--- config.mk ---
export PLATFORM = sky130hd
export DESIGN_NAME = cellrv32_cpu_cp_dispatch
export DESIGN_NICKNAME = d
export VERILOG_FILES = /design/src/rtl/cellrv32_package.sv /design/src/rtl/cellrv32_cpu_cp_dispatch.sv
export SDC_FILE = /design/constraint.sdc
export NUM_CORES = 1
export LEC_CHECK = 0
export CORE_AREA = 2 2 123 125
export DETAILED_ROUTE_END_ITERATION = 8
export DIE_AREA = 0 0 125 127
export PLACE_DENSITY = 0.67
export SYNTH_ARGS = -nofsm -noshare
export SYNTH_HDL_FRONTEND = slang
export SYNTH_SLANG_ARGS = --single-unit
--- constraint.sdc ---
create_clock -name clk_i -period 2.95 [get_ports clk_i]
set_input_delay 0.295 -clock clk_i [delete_from_list [all_inputs] [get_ports clk_i]]
set_output_delay 0.295 -clock clk_i [all_outputs]
set_load 0.005 [all_outputs]
--- src/rtl/cellrv32_package.sv ---
// Shared definitions for the CPU co-processor dispatch path: FSM state type,
// co-processor slot assignments and the default watchdog length.
package cellrv32_package;

  typedef enum logic [1:0] {
    CPD_IDLE,
    CPD_START,
    CPD_WAIT,
    CPD_CAPTURE
  } cp_disp_state_t;

  localparam int cp_sel_shifter_c  = 0;
  localparam int cp_sel_muldiv_c   = 1;
  localparam int cp_sel_cond_c     = 2;
  localparam int cp_sel_bitmanip_c = 3;
  localparam int cp_sel_fpu_c      = 4;
  localparam int cp_sel_cfu_c      = 5;
  localparam int cp_sel_crypto_c   = 6;
  localparam int cp_sel_rsvd_c     = 7;

  localparam int cp_tmo_default_c  = 128;

endpackage

--- src/rtl/cellrv32_cpu_cp_dispatch.sv ---
// Co-processor initiator: start pulse to one slot, wait for its valid, capture the
// registered result and report done, or report a timeout if the slot never answers.
module cellrv32_cpu_cp_dispatch
  import cellrv32_package::*;
#(
  parameter int XLEN       = 32,
  parameter int NCP        = 8,
  parameter int TMO_CYCLES = cp_tmo_default_c
) (
  input  logic                    clk_i,
  input  logic                    rstn_i,
  input  logic                    issue_i,
  input  logic [$clog2(NCP)-1:0]  cp_id_i,
  input  logic                    kill_i,
  output logic [NCP-1:0]          cp_start_o,
  input  logic [NCP-1:0]          cp_valid_i,
  input  logic [NCP*XLEN-1:0]     cp_res_i,
  output logic                    busy_o,
  output logic                    done_o,
  output logic [XLEN-1:0]         res_o,
  output logic                    tmo_o
);

  localparam int IDW  = $clog2(NCP);
  localparam int IDW1 = IDW + 1;
  localparam int CNTW = $clog2(TMO_CYCLES);

  localparam logic [IDW:0]    NCP_W    = IDW1'(NCP);
  // Counter is cleared on entering WAIT, so the last WAIT cycle sees TMO_CYCLES-2;
  // that puts the timeout pulse exactly TMO_CYCLES cycles after the start pulse.
  localparam logic [CNTW-1:0] CNT_LAST = CNTW'(TMO_CYCLES - 2);
  localparam logic [CNTW-1:0] CNT_MAX  = '1;

  cp_disp_state_t  state_reg, state_next;
  logic [IDW-1:0]  id_reg, id_next;
  logic [CNTW-1:0] cnt_reg, cnt_next;
  logic [XLEN-1:0] res_reg, res_next;
  logic            done_reg, done_next;
  logic            tmo_reg, tmo_next;

  logic [XLEN-1:0] slot_res [NCP];
  logic            sel_valid;

  for (genvar gi = 0; gi < NCP; gi++) begin : g_slot
    assign slot_res[gi]   = cp_res_i[gi*XLEN +: XLEN];
    assign cp_start_o[gi] = (state_reg == CPD_START) && (id_reg == IDW'(gi));
  end

  // Only the latched slot is ever observed; other valids are don't-care.
  assign sel_valid = cp_valid_i[id_reg];

  always_comb begin
    state_next = state_reg;
    id_next    = id_reg;
    cnt_next   = cnt_reg;
    res_next   = res_reg;
    done_next  = 1'b0;
    tmo_next   = 1'b0;
    case (state_reg)
      CPD_IDLE: begin
        if (issue_i && !kill_i) begin
          if ({1'b0, cp_id_i} < NCP_W) begin
            id_next    = cp_id_i;
            state_next = CPD_START;
          end else begin
            tmo_next = 1'b1;
          end
        end
      end
      CPD_START: begin
        cnt_next = '0;
        if (kill_i)         state_next = CPD_IDLE;
        else if (sel_valid) state_next = CPD_CAPTURE;
        else                state_next = CPD_WAIT;
      end
      CPD_WAIT: begin
        cnt_next = (cnt_reg == CNT_MAX) ? cnt_reg : cnt_reg + 1'b1;
        if (kill_i) begin
          state_next = CPD_IDLE;
        end else if (sel_valid) begin
          state_next = CPD_CAPTURE;
        end else if (cnt_reg >= CNT_LAST) begin
          state_next = CPD_IDLE;
          tmo_next   = 1'b1;
        end
      end
      CPD_CAPTURE: begin
        state_next = CPD_IDLE;
        if (!kill_i) begin
          res_next  = slot_res[id_reg];
          done_next = 1'b1;
        end
      end
      default: state_next = CPD_IDLE;
    endcase
  end

  always_ff @(posedge clk_i or negedge rstn_i) begin
    if (!rstn_i) begin
      state_reg <= CPD_IDLE;
      id_reg    <= '0;
      cnt_reg   <= '0;
      res_reg   <= '0;
      done_reg  <= 1'b0;
      tmo_reg   <= 1'b0;
    end else begin
      state_reg <= state_next;
      id_reg    <= id_next;
      cnt_reg   <= cnt_next;
      res_reg   <= res_next;
      done_reg  <= done_next;
      tmo_reg   <= tmo_next;
    end
  end

  assign busy_o = (state_reg != CPD_IDLE);
  assign done_o = done_reg;
  assign tmo_o  = tmo_reg;
  assign res_o  = res_reg;

  // A new request while an operation is in flight is dropped by the FSM.
  assert property (@(posedge clk_i) disable iff (!rstn_i) !(issue_i && busy_o));

endmodule

* Word-level counts from Yosys, hierarchy flattened
Cells that the tools add are included.
** Storage, ports and cells
- Flip-flop bits (word level) :: 46
- Input bits :: 271
- Output and inout bits :: 43
- Logic and storage cells :: 64
** Operators by class
- Add/subtract/negate cells :: 1
- $lt $le $gt $ge :: 3
- Equality and inequality tests :: 14
- Multiplexer cells :: 20
- Bitwise logic cells :: 2
- Reductions and logical operators :: 18
** Operators by type and width (number)
- binary-select mux 32 bit (select 3 bit) :: 1
- two-way mux 32 bit :: 2
- case mux 7 bit (2 select lines) :: 1
- == test 3 bit, second input constant :: 4
- two-way mux 2 bit :: 5
- logical AND 1 bit :: 9
- two-way mux 1 bit :: 8
- case mux 2 bit (4 select lines) :: 1
- AND reduction 2 bit :: 4
- adder 7 x 1 -> 7 bit, second input constant :: 1
- == test 7 bit, second input constant :: 1
- greater-or-equal comparator 7 bit, second input constant :: 1
- two-way mux 7 bit :: 1
- == test 3 x 2 -> 1 bit, second input constant :: 2
- == test 2 bit, second input constant :: 2
- greater-or-equal comparator 4 bit, second input constant :: 1
- less-than comparator 3 x 4 -> 1 bit, second input constant :: 1
- inequality test 2 bit, second input constant :: 2
- inequality test 4 bit, second input constant :: 1
- NOT 3 -> 4 bit :: 1
- nonzero test 2 bit :: 2
- binary-select mux 1 bit (select 3 bit) :: 1
- == test 3 x 1 -> 1 bit, second input constant :: 1
- zero test 3 bit :: 1
- other kinds (4) :: 4

* Logic depth before layout (Yosys ltp)
Gate-level depths: netlist (run 1).
- Depth in word-level cells :: 5
- Mapped depth :: 6
- Depth with buffers taken out :: 5

* Least setup slack after synthesis (run 1)
Ideal clock, no wire load.
- Path type :: reg2reg
- Start :: register id_reg[0]
- End :: register tmo_reg, in the netlist tmo_o
- Setup time :: 0.111 ns
- Data arrival time :: 1.407 ns
- Required time :: 2.839 ns
- Path slack :: 1.432 ns
- Stages on the path, launching flop included :: 6
- Buffers on the path :: 1
- Period minus slack after synthesis :: 1.518 ns
- Cells stage by stage :: dfrtp_1 buf_6 or4_4 o21ai_2 a31oi_1 a2111oi_2
** Between the ends
- Cells in the longest elaborated chain, start to end :: 5
** RTL lines
- start, declared :: line cellrv32_cpu_cp_dispatch.sv:35 : logic [IDW-1:0] id_reg, id_next;
- start signal, assigned :: line cellrv32_cpu_cp_dispatch.sv:108 : id_reg <= id_next;
- binary-select mux 1 bit (select 3 bit) :: line cellrv32_cpu_cp_dispatch.sv:50 : assign sel_valid = cp_valid_i[id_reg];
- two-way mux 1 bit (implied by the code) :: line cellrv32_cpu_cp_dispatch.sv:50
- two-way mux 1 bit :: line cellrv32_cpu_cp_dispatch.sv:80 : end else if (sel_valid) begin
- two-way mux 1 bit :: line cellrv32_cpu_cp_dispatch.sv:78 : if (kill_i) begin
- two-way mux 1 bit
- via tmo_next :: line cellrv32_cpu_cp_dispatch.sv:39 : logic tmo_reg, tmo_next;
- end signal, assigned :: line cellrv32_cpu_cp_dispatch.sv:112 : tmo_reg <= tmo_next;
- end, declared :: line cellrv32_cpu_cp_dispatch.sv:39
The timed path passes the listed nets, and every way through them passes these cells. The select of a mux whose other input is x is not followed.
A chain may end at the register's enable or synchronous reset.

* Worst setup path in the final report (run 1)
- Start :: register id_reg[1]
- End :: output cp_start_o[3]
** Between the ends
- Cells in the longest elaborated chain, start to end :: 2
** RTL lines
- == test 3 x 2 -> 1 bit :: line cellrv32_cpu_cp_dispatch.sv:46 : assign cp_start_o[gi] = (state_reg == CPD_START) && (id_reg == IDW'(gi));
- logical AND 1 bit :: line cellrv32_cpu_cp_dispatch.sv:46
- end, declared :: line cellrv32_cpu_cp_dispatch.sv:15 : output logic [NCP-1:0] cp_start_o,
No other way between the ends.

==> flow_metrics.env, run 1 <==
export IMPL_grt_max_degree=41
export IMPL_syn_inst=305
export IMPL_core_area_mm2=0.0144
export IMPL_overflow=0
export IMPL_gp_congestion=0.907
export IMPL_r2r_setup_slack_ns=0.89
export IMPL_synth_top_family_by_area="multiplexers"
export IMPL_yosysWarningCount=0
export IMPL_grt_usage_pct=18.9
export IMPL_die_h_um=127
export IMPL_crit_slowest_cell="dfrtp_4"
export IMPL_synth_mux_area_share_pct=47.6
export IMPL_slew_violations=0
export IMPL_port_buffers=313
export IMPL_dp_hpwl_um=12500
export IMPL_start_kind="flip-flop"
export IMPL_fmax_mhz=432
export IMPL_die_w_um=125
export IMPL_post_route_util_pct=50.2
export IMPL_syn_to_final_growth_pct=90.1
export IMPL_dr_total_vias=3925
export IMPL_status="complete, no violations"
export IMPL_dpl_cell_area_mm2=0.00710
export IMPL_synth_xor_area_share_pct=0.230
export IMPL_max_stage_delay_ns=0.73
export IMPL_ant_nets=0
export IMPL_synth_most_common_cell="mux4_2"
export IMPL_final_setup_viol_count=0
export IMPL_endpoint="cp_start_o[3]"
export IMPL_final_hold_violation_count=0
export IMPL_rsz0062_at_grt="no"
export IMPL_drv_cap=0
export IMPL_synth_area_leader_cell="mux4_2"
export IMPL_cts_hold_buf=0
export IMPL_r2r_end="res_o[25]"
export IMPL_yosys_area_share_simple_pct=8.05
export IMPL_cp_max_fo=37
export IMPL_drt_initial_drc_count=151
export IMPL_die_area_mm2=0.0159
export IMPL_routedWlPerCell_um=19.5
export IMPL_seq_power_share_pct=25.6
export IMPL_p_int_w=0.00310
export IMPL_clk_latency_ns=0.29
export IMPL_synth_compound_area_share_pct=8.51
export IMPL_synth_top_area_share_pct=37.8
export IMPL_p_leak_nw=2.76
export IMPL_syn_area_mm2=0.00381
export IMPL_hold_path_class="input port to async pin"
export IMPL_required_ns=2.65
export IMPL_cp_data_arrival_time_ns=2.02
export IMPL_nets=878
export IMPL_path_class="flip-flop to primary output"
export IMPL_finClkSkew_ns=0.00693
export IMPL_synthDistinctLibCells=38
export IMPL_fin_crit_sh_pct=78.5
export IMPL_ys_async_sr_fraction_pct=100
export IMPL_critical_path_endpoint_type="primary output"
export IMPL_cts_root_buf="clkbuf_16"
export IMPL_wl_um=15400
export IMPL_fin_crit_ns=2.32
export IMPL_p_clk_share_pct=11.9
export IMPL_cts_tree="yes"
export IMPL_antenna_found_initial=0
export IMPL_yosys_most_used_dff="dfrtp_1"
export IMPL_finalSetupTns_ns=0
export IMPL_clk_pin_slew_ns=0.07
export IMPL_cts_resized=0
export IMPL_fillers=1318
export IMPL_viasPerCell=4.97
export IMPL_slew_headroom_pct=35.8
export IMPL_start_util_pct=26.4
export IMPL_yosys_top_cells_area="mux4_2, dfrtp_1, mux2i_1"
export IMPL_seq_area_frac_synth_pct=30.2
export IMPL_drive_above_1_share_pct=15.5
export IMPL_io_pins=314
export IMPL_rr_worst_depth=4
export IMPL_power_per_cell_area_mw_per_mm2=665
export IMPL_synth_seq_cells=46
export IMPL_num_antenna_cells=0
export IMPL_numCtsBuffers=5
export IMPL_path_cells="inv_1 -> nor4_1 -> clkdlybuf4s50_1"
export IMPL_clock_sinks=46
export IMPL_synth_edf_count=0
export IMPL_largest_reg_flops=32
export IMPL_r2r_start="id_reg[1]"
export IMPL_peakVddDrop_uv=547
export IMPL_hold_ws_ns=0.158
export IMPL_syn_area_per_cell_um2=12.5
export IMPL_power_frac_comb_pct=62.5
export IMPL_cts_setup_buffers=0
export IMPL_ctsLongestPathBuffers=2
export IMPL_synth_common_cells="mux4_2, dfrtp_1, o21ai_0"
export IMPL_first_pass_iters=4
export IMPL_grt_pass1_wl_um=23500
export IMPL_startpoint="id_reg[1]"
export IMPL_drc=0
export IMPL_total_power_w=0.00482
export IMPL_htreeDepth=2
export IMPL_worstMarginPinSlew_ns=0.963
export IMPL_p_sw_share_pct=35.7
export IMPL_synth_fa_ha_area_share_pct=0.657
export IMPL_synth_nets=578
export IMPL_grt_pass1_vias=4232
export IMPL_fin_area_mm2=0.00724
export IMPL_placementRows=44
export IMPL_switching_power_w=0.00172
critical path: cells and delay by family (launching register included):
family / cells / cell delay (ns)
simple gates: 1 / 0.27
buf+inv: 2 / 0.72
flops: 1 / 0.73
through the flow:
stage / setup slack, ns / instances
final: 0.634 / 790
after global routing: 0.470 / 790
after CTS: 0.618 / 790
after detailed placement: 0.880 / 782
after global placement: 0.909 / 782
after floorplan: 1.43 / 305
worst min-delay path by stage:
stage	startpoint	to	depth (start not counted)
5_1_grt	rstn_i	id_reg[0]	1
2_1_floorplan	rstn_i	cnt_reg[0]	0
6_report	rstn_i	id_reg[0]	1
4_1_cts	rstn_i	id_reg[0]	1
3_5_place_dp	res_o[16]	res_o[16]	2
3_3_place_gp	res_o[28]	res_o[28]	2
cells in the final DEF, fill, tap and decap left out, types with 2 or more instances in the layout:
master and instances:
nor4_1 5, mux2_2 2, a21oi_1 3, nand2b_1 2
nand3_1 5, a31oi_1 2, nor2_1 4, mux2i_1 35
mux4_2 64, inv_1 7, buf_4 7, and3_1 2
a31o_2 2, clkbuf_16 5, ha_1 2, dfrtp_1 43
nand2_1 37, dfrtp_4 2, nor3_1 4, o21ai_0 38
clkdlybuf4s50_1 312
area by class of cell:
type / instances / area [um^2] / share of cell area [%]
inverters: 7 / 26.3 / 0.363
clock buffers: 5 / 125 / 1.73
clock inverters: 3 / 21.3 / 0.294
well taps: 184 / 230 / 3.18
multi-input cells: 224 / 2480 / 34.2
flip-flops and latches: 46 / 1160 / 16.0
repair buffers: 321 / 3200 / 44.2
cell families after synthesis:
group | count (synthesis)
and+or+nand+nor | 65
buffers and inverters | 35
xor gates and xnor gates | 1
AOI/OAI and AO/OA | 55
DFF | 46
adders and majority gates | 2
muxes | 101
routing by layer:
layer	up-vias	global-route usage [%]	share of wire, %
met1	1895	22.1	38
met5	-	0	0
met2	191	34.0	51
li1	1814	-	-
met3	25	5.49	7.9
met4	0	4.84	2.3
power by group through the flow:
stage / registers [W] / clock network, W / logic [W]
after floorplan: 0.00105 / 0 / 0.00205
after detailed placement: 0.00125 / 0 / 0.00305
after global placement: 0.00124 / 0 / 0.00300
after global routing: 0.00129 / 0.000623 / 0.00327
after CTS: 0.00124 / 0.000600 / 0.00306
final: 0.00123 / 0.000571 / 0.00301
No activity file was read; power rests on OpenSTA's default activity.
==> run 2: changes to the inputs <==
--- a/config.mk
+++ b/config.mk
@@ -5,10 +5,10 @@
 export SDC_FILE = /design/constraint.sdc
 export NUM_CORES = 1
 export LEC_CHECK = 0
-export CORE_AREA = 2 2 123 125
+export CORE_AREA = 2 2 121 123
 export DETAILED_ROUTE_END_ITERATION = 8
-export DIE_AREA = 0 0 125 127
-export PLACE_DENSITY = 0.67
+export DIE_AREA = 0 0 123 125
+export PLACE_DENSITY = 0.69
 export SYNTH_ARGS = -nofsm -noshare
 export SYNTH_HDL_FRONTEND = slang
 export SYNTH_SLANG_ARGS = --single-unit
==> constraint.sdc (replaced) <==
create_clock -name clk_i -period 2.43 [get_ports clk_i]
set_input_delay 0.243 -clock clk_i [delete_from_list [all_inputs] [get_ports clk_i]]
set_output_delay 0.243 -clock clk_i [all_outputs]
set_load 0.005 [all_outputs]
==> run 2 against run 1 <==
Effect of this change:
- the run now ends with negative hold slack left
- count of clock-buffer cells in the layout up 2
- sequential power increased by 14%
- via count shrank 0.18%
- worst hold slack got worse by 0.17 ns
- combinational power increased by 27%
- sequential cell count unchanged
- first-iteration DRC count fell by 6.6%
- clock power grew 23%
- cell count is 0.13% lower
- core utilization increased by 0.82 points
- routed wire length rose by 2.9%
==> flow_metrics.env, run 2 (same netlist as run 1, synthesis figures left out) <==
export IMPL_final_common_cell="clkdlybuf4s50_1"
export IMPL_hold_path_class="input port to async pin"
export IMPL_worstMarginPinSlew_ns=0.703
export IMPL_wl_um=15900
export IMPL_path_cells="inv_1 -> nor4_1 -> clkdlybuf4s50_1"
export IMPL_slew_violations=0
export IMPL_clk_pin_slew_ns=0.07
export IMPL_finClkSkew_ns=0.00760
export IMPL_nets=878
export IMPL_violations="negative hold slack"
export IMPL_ant_nets=0
export IMPL_drive_above_1_share_pct=15.2
export IMPL_grt_pass1_vias=4183
export IMPL_hold_ws_ns=-0.00803
export IMPL_die_area_mm2=0.0154
export IMPL_required_ns=2.19
export IMPL_clock_sinks=46
export IMPL_grt_usage_pct=20.4
export IMPL_syn_to_final_growth_pct=90.2
export IMPL_fin_crit_ns=2.21
export IMPL_drv_cap=0
export IMPL_routedWlPerCell_um=20.1
export IMPL_max_stage_delay_ns=0.70
export IMPL_path_depth=3
export IMPL_fillers=1260
export IMPL_start_util_pct=26.8
export IMPL_dp_hpwl_um=12900
export IMPL_rsz0062_at_grt="no"
export IMPL_start_kind="flip-flop"
export IMPL_ctsLongestPathBuffers=2
export IMPL_placementRows=44
export IMPL_final_hold_violation_count=4
export IMPL_slew_headroom_pct=53.1
export IMPL_port_buffers=313
export IMPL_first_pass_iters=4
export IMPL_core_area_mm2=0.0142
export IMPL_drt_initial_drc_count=141
export IMPL_dr_total_vias=3918
export IMPL_cts_root_buf="clkbuf_16"
export IMPL_overflow=0
export IMPL_status="complete, but fails checks"
export IMPL_finalSetupTns_ns=0
export IMPL_grt_max_degree=52
export IMPL_gp_congestion=0.918
export IMPL_io_pins=314
export IMPL_grt_pass1_wl_um=23900
export IMPL_rr_worst_depth=4
export IMPL_final_cell_mix="clkdlybuf4s50_1, mux4_2, dfrtp_1"
export IMPL_cp_max_fo=24
export IMPL_largest_reg_flops=32
export IMPL_viasPerCell=4.97
export IMPL_cts_tree="yes"
export IMPL_cts_setup_buffers=0
export IMPL_fin_crit_sh_pct=91.1
export IMPL_final_setup_viol_count=0
export IMPL_crit_slowest_cell="dfrtp_2"
export IMPL_p_leak_nw=2.77
export IMPL_numCtsBuffers=5
export IMPL_cts_resized=0
export IMPL_drc=0
export IMPL_path_buf_inv=2
export IMPL_fmax_mhz=452
export IMPL_peakVddDrop_uv=635
export IMPL_cp_top_family="buffers and inverters"
export IMPL_die_w_um=123
export IMPL_power_per_cell_area_mw_per_mm2=816
export IMPL_cts_hold_buf=0
export IMPL_path_class="flip-flop to primary output"
export IMPL_htreeDepth=2
export IMPL_critical_path_endpoint_type="primary output"
export IMPL_cp_data_arrival_time_ns=1.97
export IMPL_antenna_found_initial=0
export IMPL_post_route_util_pct=51.0
export IMPL_die_h_um=125
export IMPL_num_antenna_cells=0
export IMPL_clk_latency_ns=0.29
run 2: routing by layer:
metal	global-route usage (%)	vias to the layer above	routed length, um
met5	0	-	0
met4	4.61	0	325
met1	23.5	1920	5840
met3	6.39	18	1570
met2	36.7	167	8120
li1	-	1813	-
run 2: stage by stage:
stage          total power (W)  setup slack (ns)  hold slack, ns  cells  area (um^2)
3_3_place_gp           0.00520             0.489           0.333    782         7110
6_report               0.00591             0.215        -0.00803    789         7250
2_1_floorplan          0.00377             0.912         -0.0526    305         3810
3_5_place_dp           0.00529             0.444           0.330    782         7110
5_1_grt                0.00636            0.0599          0.0399    789         7250
4_1_cts                0.00602             0.139         0.00860    789         7250
run 2: layout make-up:
type                            instances  area, um^2  share of cell area [%]
Inverter                                7        26.3                   0.363
Clock buffer                            7         143                    1.97
Timing Repair Buffer                  321        3210                    44.3
Sequential cell                        46        1160                    16.0
Multi-Input combinational cell        224        2480                    34.2
Tap cell                              184         230                    3.18
run 2: path summary, 6_finish.rpt:
path	slack, ns	to	from
min reg2reg	0.48	res_o[5]	res_o[5]
min	-0.008	res_o[24]	rstn_i
max in group asynchronous	1.69	done_o	rstn_i
min in group clk_i	0.48	res_o[5]	res_o[5]
max	0.22	cp_start_o[3]	id_reg[1]
max reg2reg	0.46	tmo_o	id_reg[1]
run 2: report_power, final:
group / leakage [nW] / internal (W) / total (W) / switching (W)
Sequential: 0.591 / 0.00108 / 0.00140 / 0.000318
Clock: 0.0700 / 0.000405 / 0.000700 / 0.000295
Combinational: 2.11 / 0.00232 / 0.00381 / 0.00149
